--- src/rtl/program_mem_responder.sv ---
// Program store for the T/E fetch stream: 1-cycle registered reads, byte loader with valid/ready (ready only while loading).
// Optional load checksum byte enabled by PROGRAM_MEM_CHECKSUM_EN; without it err is constant 0.
module program_mem_responder #(
  parameter int MEM_DEPTH = 256,
  parameter int ADDR_W    = 8
) (
  input  logic              clk,
  input  logic              reset,
  input  logic              cycle,
  input  logic [ADDR_W-1:0] rd_addr,
  output logic [7:0]        rd_data,
  output logic              rd_cycle,
  input  logic              ld_start,
  input  logic [7:0]        ld_data,
  input  logic              ld_valid,
  output logic              ld_ready,
  output logic [7:0]        cfg_state_offs,
  output logic [7:0]        cfg_trans_offs,
  output logic              run,
  output logic              err
);

  localparam int MEM_AW = (MEM_DEPTH > 1) ? $clog2(MEM_DEPTH) : 1;

  typedef enum logic [2:0] {
    IDLE, HDR_S, HDR_T, LEN, LOAD, RUN, ERR
`ifdef PROGRAM_MEM_CHECKSUM_EN
    , CHK
`endif
  } state_t;

  state_t            state, state_nxt;
  logic [7:0]        mem [MEM_DEPTH];
  logic [ADDR_W-1:0] ptr;
  logic [8:0]        remaining;
  logic [8:0]        len_full;
  logic [8:0]        len_clamped;
  logic              beat;
  logic              rd_in_range;
  logic [MEM_AW-1:0] rd_idx;
  logic [MEM_AW-1:0] wr_idx;

`ifdef PROGRAM_MEM_CHECKSUM_EN
  logic [7:0]        ck_sum;
  logic [7:0]        ck_total;
  assign ck_total = ck_sum + ld_data;
`endif

  // ld_start wins over a beat presented in the same cycle
  assign beat        = ld_valid & ld_ready & ~ld_start;
  assign len_full    = (ld_data == 8'd0) ? 9'd256 : {1'b0, ld_data};
  assign len_clamped = (32'(len_full) > 32'(MEM_DEPTH)) ? 9'(MEM_DEPTH) : len_full;
  assign rd_in_range = 32'(rd_addr) < 32'(MEM_DEPTH);
  assign rd_idx      = MEM_AW'(rd_addr);
  assign wr_idx      = MEM_AW'(ptr);

  always_ff @(posedge clk or negedge reset) begin
    if (!reset) state <= IDLE;
    else        state <= state_nxt;
  end

  always_comb begin
    state_nxt = state;
    ld_ready  = 1'b0;
    run       = 1'b0;
    err       = 1'b0;
    case (state)
      IDLE: ;
      HDR_S: begin
        ld_ready = 1'b1;
        if (ld_valid) state_nxt = HDR_T;
      end
      HDR_T: begin
        ld_ready = 1'b1;
        if (ld_valid) state_nxt = LEN;
      end
      LEN: begin
        ld_ready = 1'b1;
        if (ld_valid) state_nxt = LOAD;
      end
      LOAD: begin
        ld_ready = 1'b1;
        if (ld_valid && remaining == 9'd1) begin
`ifdef PROGRAM_MEM_CHECKSUM_EN
          state_nxt = CHK;
`else
          state_nxt = RUN;
`endif
        end
      end
`ifdef PROGRAM_MEM_CHECKSUM_EN
      CHK: begin
        ld_ready = 1'b1;
        if (ld_valid) state_nxt = (ck_total == 8'd0) ? RUN : ERR;
      end
      ERR: err = 1'b1;
`endif
      RUN: run = 1'b1;
      default: state_nxt = IDLE;
    endcase
    if (ld_start) state_nxt = HDR_S;
  end

  always_ff @(posedge clk or negedge reset) begin
    if (!reset) begin
      ptr            <= '0;
      remaining      <= '0;
      cfg_state_offs <= 8'h00;
      cfg_trans_offs <= 8'h00;
      rd_data        <= 8'h00;
      rd_cycle       <= 1'b0;
`ifdef PROGRAM_MEM_CHECKSUM_EN
      ck_sum         <= 8'h00;
`endif
    end else begin
      rd_cycle <= cycle;
      rd_data  <= (state == RUN && rd_in_range) ? mem[rd_idx] : 8'h00;
      if (beat) begin
        case (state)
          HDR_S: cfg_state_offs <= ld_data;
          HDR_T: cfg_trans_offs <= ld_data;
          LEN: begin
            remaining <= len_clamped;
            ptr       <= '0;
`ifdef PROGRAM_MEM_CHECKSUM_EN
            ck_sum    <= ld_data;
`endif
          end
          LOAD: begin
            remaining <= remaining - 9'd1;
            // hold the pointer on the last byte so it stays inside the array
            if (remaining != 9'd1) ptr <= ptr + 1'b1;
`ifdef PROGRAM_MEM_CHECKSUM_EN
            ck_sum    <= ck_total;
`endif
          end
          default: ;
        endcase
      end
    end
  end

  // Writes only happen in LOAD, so they never collide with RUN reads
  always_ff @(posedge clk) begin
    if (beat && state == LOAD) mem[wr_idx] <= ld_data;
  end

endmodule

--- config.mk ---
export PLATFORM = sky130hd
export DESIGN_NAME = program_mem_responder
export DESIGN_NICKNAME = d
export VERILOG_FILES = /design/src/rtl/program_mem_responder.sv
export SDC_FILE = /design/constraint.sdc
export NUM_CORES = 2
export LEC_CHECK = 0
export CAP_MARGIN = 20
export CORE_ASPECT_RATIO = 0.7
export CORE_MARGIN = 4
export CORE_UTILIZATION = 50
export CTS_CLUSTER_DIAMETER = 120
export DETAILED_ROUTE_END_ITERATION = 10
export PLACE_DENSITY_LB_ADDON = 0.15
export SYNTH_ARGS = -nofsm -noshare
export SYNTH_HDL_FRONTEND = slang
export SYNTH_SLANG_ARGS = --single-unit
--- constraint.sdc ---
create_clock -name clk -period 6 [get_ports clk]
set_input_delay 1.2 -clock clk [delete_from_list [all_inputs] [get_ports clk]]
set_output_delay 1.2 -clock clk [all_outputs]
set_load 0.005 [all_outputs]
Word-level counts from Yosys, hierarchy flattened
Memory sizes are Yosys's and may differ from the RTL's.
Index checks and enable logic that the tools add are counted.
Widths: inputs -> output; s select.
{"block": "totals", "reg_bits": 45, "latchBits": 0, "mem_bits_rw": 2048, "rom_bits": 0, "in_bits": 21, "output_inout_bits": 28, "wordCells": 55, "mem_count": 1}
{"block": "classes", "add_sub_neg": 2, "mul": 0, "div": 0, "order_cmp": 1, "n_eq_ne": 13, "shifts": 0, "mux": 16, "bitwise_logic": 3, "n_reduce_logical": 12}
{"memory": "mem", "depth": 256, "word_bits": 8, "read_ports": 1, "rd_clocked_by_memory_dff": 0, "write_ports": 1, "line_no": "33", "text": "logic [7:0] mem [MEM_DEPTH];"}
{"operator": "$mux 9", "count": 2}
{"operator": "$pmux 9 s2", "count": 1}
{"operator": "$mux 8", "count": 2}
{"operator": "$pmux 8 s2", "count": 1}
{"operator": "$mux 3", "count": 5}
{"operator": "$pmux 3 s5", "count": 1}
{"operator": "$ne 3x3->1 const B", "count": 4}
{"operator": "$eq 9x1->1 const B", "count": 1}
{"operator": "$gt 9x9->1 const B", "count": 1}
{"operator": "$ne 9x1->1 const B", "count": 1}
{"operator": "$sub 9x1->9 const B", "count": 1}
{"operator": "$add 8x1->8 const B", "count": 1}
{"operator": "$logic_not 8->1", "count": 1}
{"operator": "$eq 3x2->1 const B", "count": 2}
{"operator": "$eq 3x3->1 const B", "count": 2}
{"operator": "$reduce_and 2->1", "count": 3}
{"operator": "$reduce_and 5->1", "count": 1}
{"operator": "$mux 1", "count": 4}
{"operator": "$reduce_or 4->1", "count": 1}
{"operator": "$eq 3x1->1 const B", "count": 1}
{"operator": "$logic_not 3->1", "count": 1}
{"operator": "$reduce_and 3->1", "count": 1}
{"operator": "$and 1x1->1", "count": 2}
{"operator": "$logic_and 1x1->1", "count": 2}
{"operator": "5 further kinds", "count": 5}

Longest topological paths before layout
{"block": "depth", "ltp_word": 8, "mapped_depth": 11, "depth_no_buf": 8}

Worst setup path before layout
OpenSTA, ideal clock, no wires.
{"block": "synth_timing", "path_type": "in2reg", "startpoint": "input ld_start", "endpoint": "memory mem[202][0], enable pin", "arrival_time_ns": 2.825, "required_time_ns": 5.630, "path_slack_ns": 2.804, "cell_stages": 7, "path_cell_list": "clkbuf_1 nor2b_1 nand2_2 nor3_1 nand3_1 buf_2 nor2_1"}
{"block": "synth_via", "elab_chain_cells": 5}
{"item": "start, declared", "line_no": "13", "text": "input logic ld_start,"}
{"item": "$not 1->1", "line_no": "50", "text": "assign beat = ld_valid & ld_ready & ~ld_start;"}
{"item": "$and 1x1->1", "line_no": "50"}
{"item": "$logic_and 1x1->1", "line_no": "145", "text": "if (beat && state == LOAD) mem[wr_idx] <= ld_data;"}
{"item": "$mux 1", "line_no": "145"}
{"item": "$mux 1 (implied by the code)", "line_no": "145"}
{"item": "end, declared", "line_no": "33"}
No other way between the ends.

Worst setup path in the final report
{"block": "layout_timing", "startpoint": "input rd_addr[6]", "endpoint": "register rd_data[1]"}
{"block": "layout_via", "elab_chain_cells": 2}
{"item": "start, declared", "line_no": "10", "text": "input logic [ADDR_W-1:0] rd_addr,"}
{"item": "$mem_v2 256x8"}
{"item": "$mux 8", "line_no": "117", "text": "rd_data <= (state == RUN && rd_in_range) ? mem[rd_idx] : 8'h00;"}
{"item": "end signal, assigned", "line_no": "117"}
{"item": "end, declared", "line_no": "11", "text": "output logic [7:0] rd_data,"}
No other way between the ends.
A chain may end at the register's enable or synchronous reset.

==> results.txt <==
----------------------------------------------------
[Power and ir drop]
  Switching Power ... 0.006750 W
  Pwr Total ... 0.03021 W
  Ratio of total power to cell area ... 329.4 mW/mm^2
  Int Power ... approximately 0.023 W
  Combinational power share ... 0.062
  Largest voltage drop on the vdd net ... about 0.23 mV
  Static leakage ... 28.95 nW
  Switching share of power ... 0.2234
  Sequential fraction of design power ... 0.536
  Clock network fraction of design power ... 0.402

[Routing]
  WL per Instance ... 35.19 um
  Vias ... 43210
  Routed vias/inst ... 6.488
  Initial DRC count ... 6514
  Iteration count of the initial detailed-routing pass ... 6
  Remaining DRCs ... 0
  ANT nets after route ... 0
  Total routed wirelength ... 234.4 mm

[STA]
  Count of final hold-check violations ... 0
  Worst Skew ... about 0.031 ns
  Aggregate negative setup slack ... 0 ns
  Number of max-slew violations in the final report ... 0
  Ratio of final minimum period to clock period ... 0.7879
  Post-layout min period ... 4.728 ns
  Maximum frequency from static timing analysis ... 0.2115 GHz
  Remaining max-slew budget at the tightest pin ... 0.1308
  Setup-violating endpoint count in the final report ... 0
  Worst hold slack ... 0.2260 ns
  Setup repair after global routing missed its margin ... false
  Worst Slack Setup Final ... 1.272 ns
  Actual transition at the worst max-transition pin ... between 1 and 1.5 ns

[Setup path]
  Crit path largest cell delay ... 1.11 ns
  CP Data Arrival Time ... 5.42 ns
  Cells along the critical path ... clkdlybuf4s50_1 -> nor3b_2 -> nand2_1 -> o21ai_0 -> nor4_1 -> nand4_1 -> o22ai_1
  Critical path data required time ... 6.69 ns
  CP Capture Type ... register
  Cell type of the slowest stage on the worst timing path ... sky130_fd_sc_hd__o21ai_0
  Critical Setup Path Class ... input pin to register
  Crit path launch type ... input pin
  CP Max Fanout ... 18

[Synth]
  Share of the synthesized area in the top cell type ... 0.7422
  Cells after synthesis ... 4185
  Share of flip-flops with an asynchronous set or reset after synthesis ... 0.02150
  Post-synth EDFFs ... 2048
  Synthesized area divided by synthesized cell count ... 19.80 sq um
  Count of yosys warnings during synthesis ... 0
  Synth cell count leaders ... sky130_fd_sc_hd__edfxtp_1 (2048), sky130_fd_sc_hd__nor2_1 (356), sky130_fd_sc_hd__mux4_2 (299)
  Largest area contributor in the netlist ... sky130_fd_sc_hd__edfxtp_1
  Share of synthesized area occupied by flip-flops and latches ... 0.7558
  Net count after synthesis ... 4212
  Cell area after synthesis ... slightly above 0.08 sq mm
  Top_reg_cell synth ... sky130_fd_sc_hd__edfxtp_1
  Top area cells in the synthesized netlist ... sky130_fd_sc_hd__edfxtp_1 (74%), sky130_fd_sc_hd__mux4_2 (8.1%), sky130_fd_sc_hd__mux2i_1 (3.2%)
  Number of unique standard cell types used by synthesis ... 79
  Number of synthesized register bits ... 2093
  Most used standard cell by instance count after synthesis ... sky130_fd_sc_hd__edfxtp_1

[Floorplan]
  Number of placed I/O pins ... 49
  Floorplan core area ... 0.1640 sq mm
  Initial standard-cell utilization of the core ... 0.5053
  Floorplan die height ... about 350 um
  Die outline area ... 0.1724 sq mm
  Number of placement rows ... 124
  X dimension of the die ... 494.6 um

[Global route]
  Via count of the first global-routing pass ... 41420
  Overflow left after global routing ... 0
  Overall routing resource usage ... 0.2720
  First-pass GRT wire length ... 328.6 mm
  Pin count of the biggest net entering global routing ... 192
  Antenna violations before repair ... 9

[Layout]
  FF/Latch Area ... about 0.063 sq mm
  Fillers ... around 12000
  Syn-to-layout area delta ... 10.67%
  Area of the multi-input gates ... around 0.018 sq mm
  Net count, final ... roughly 4300
  Share of final-layout standard cells stronger than drive strength 1 ... 0.1792

[CTS]
  Resized Gates After CTS ... 0
  Maximum buffer depth of the clock tree ... 3
  Clock latency reported for the late side of the worst-skew pair ... 0.83 ns
  Register clock-pin slew on the reported worst setup and hold paths ... 0.07 ns
  TritonCTS clock tree ... yes
  Root buffer cell ... sky130_fd_sc_hd__clkbuf_16
  Clock net sink count ... 2093
  Post-CTS Setup Repair Bufs ... 0
  CTS H-tree lvls ... 4
  Number of buffers inserted during clock tree synthesis ... 191
  Hold Buf Count CTS ... 0

[Place]
  Port Buffer Count ... 47
  DP HPWL ... between 100 and 150 mm
  Post-placement worst setup slack ... 0.6812 ns
  Last weighted congestion value of the routability-driven placer ... approximately 0.87

[Flow run]
  Number of max-capacitance violations reported ... 0

[Hold path]
  Worst min-delay path class ... input pin to asynchronous set/reset pin

[Run status]
  Status ... finished, final reports clean

----------------------------------------------------
-- kinds of logic after synthesis --
family | after synthesis | share of synthesized area
AOI/OAI and AO/OA | 436 | 0.03668
other | 1 | 0.00004526
DFF | 2093 | 0.7558
muxes | 685 | 0.1437
xor gates and xnor gates | 8 | 0.0008455
adders and majority gates | 6 | 0.0009060
and+or+nand+nor | 690 | 0.03841
buffers and inverters | 266 | 0.02368
-- layout by cell type (no fill, tap or decap), drive strengths merged, types with 16 or more instances in the layout --
master / instances
o21ai: 53
nand4: 19
bufinv: 17
nand3: 31
mux4: 376
a2111oi: 16
o221ai: 78
o22ai: 91
a211oi: 26
a22oi: 20
nor3: 76
nor4: 29
clkinv: 76
edfxtp: 2048
mux2: 43
mux2i: 266
clkbuf: 247
nor2: 357
nand2: 98
buf: 137
clkdlybuf4s50: 34
dfrtp: 45
a21oi: 85
inv: 18
-- flip-flops by register name, indices dropped and copies added, names as in the netlist --
name and cells:
mem 2048, remaining 9, cfg_state_offs 8, cfg_trans_offs 8, ptr 8, rd_data 8
state 3, rd_cycle 1
-- power groups by stage --
stage	clock (W)	sequential, W	combinational (W)
after floorplan	0	0.0165	0.000925
after global placement	0	0.0165	0.00185
after detailed placement	0	0.0165	0.00187
after CTS	0.0123	0.0162	0.00187
after global routing	0.0129	0.0162	0.00196
final	0.0121	0.0162	0.00189
-- metal layers --
| metal | up-vias | share of wire | track usage |
|---|---|---|---|
| met1 | 22840 | 0.43 | 0.4252 |
| met4 | 2 | 0.026 | 0.06994 |
| met3 | 328 | 0.13 | 0.09193 |
| li1 | 17520 | - | - |
| met5 | - | 0.000055 | 0 |
| met2 | 2524 | 0.42 | 0.3656 |
-- worst max-delay path, delay by kind of cell --
kind | cells | cell delay [ns]
AO/OA/AOI/OAI | 2 | 1.24
buffers and inverters | 1 | 0.90
AND/OR/NAND/NOR | 4 | 2.06
-- per-stage QoR --
step,util,cell area [sq um],instances
after floorplan,-,82860,4185
after global placement,0.5210,85440,6302
after detailed placement,0.5217,85550,6309
after CTS,0.5590,91670,6654
after global routing,0.5591,91690,6657
final,0.5592,91700,6660
-- cell type report --
type | instances | area share
timing repair buffer | 177 | 0.01993
sequential | 2093 | 0.6829
clock inverter | 104 | 0.01109
antenna | 3 | 0.00008187
tap | 2205 | 0.03009
inverter | 11 | 0.0004775
clock buffer | 241 | 0.05564
multi-input combinational | 1826 | 0.1998
-- worst paths after layout --
check	start	to	slack, ns	cells after the start
min reg2reg	cfg_trans_offs[6]$_DFFE_PN0P_	cfg_trans_offs[6]$_DFFE_PN0P_	0.51	1
max reg2reg	state[2]$_DFFE_PN0P_	mem[237][3]$_DFFE_PP_	1.80	5
max	rd_addr[6]	rd_data[1]$_DFF_PN0_	1.27	7
min in group clk	cfg_trans_offs[6]$_DFFE_PN0P_	cfg_trans_offs[6]$_DFFE_PN0P_	0.51	1
max in group asynchronous	reset	rd_data[5]$_DFF_PN0_	4.93	2
min	reset	rd_cycle$_DFF_PN0_	0.23	1
Note: power is estimated with default switching activity, not from simulation.
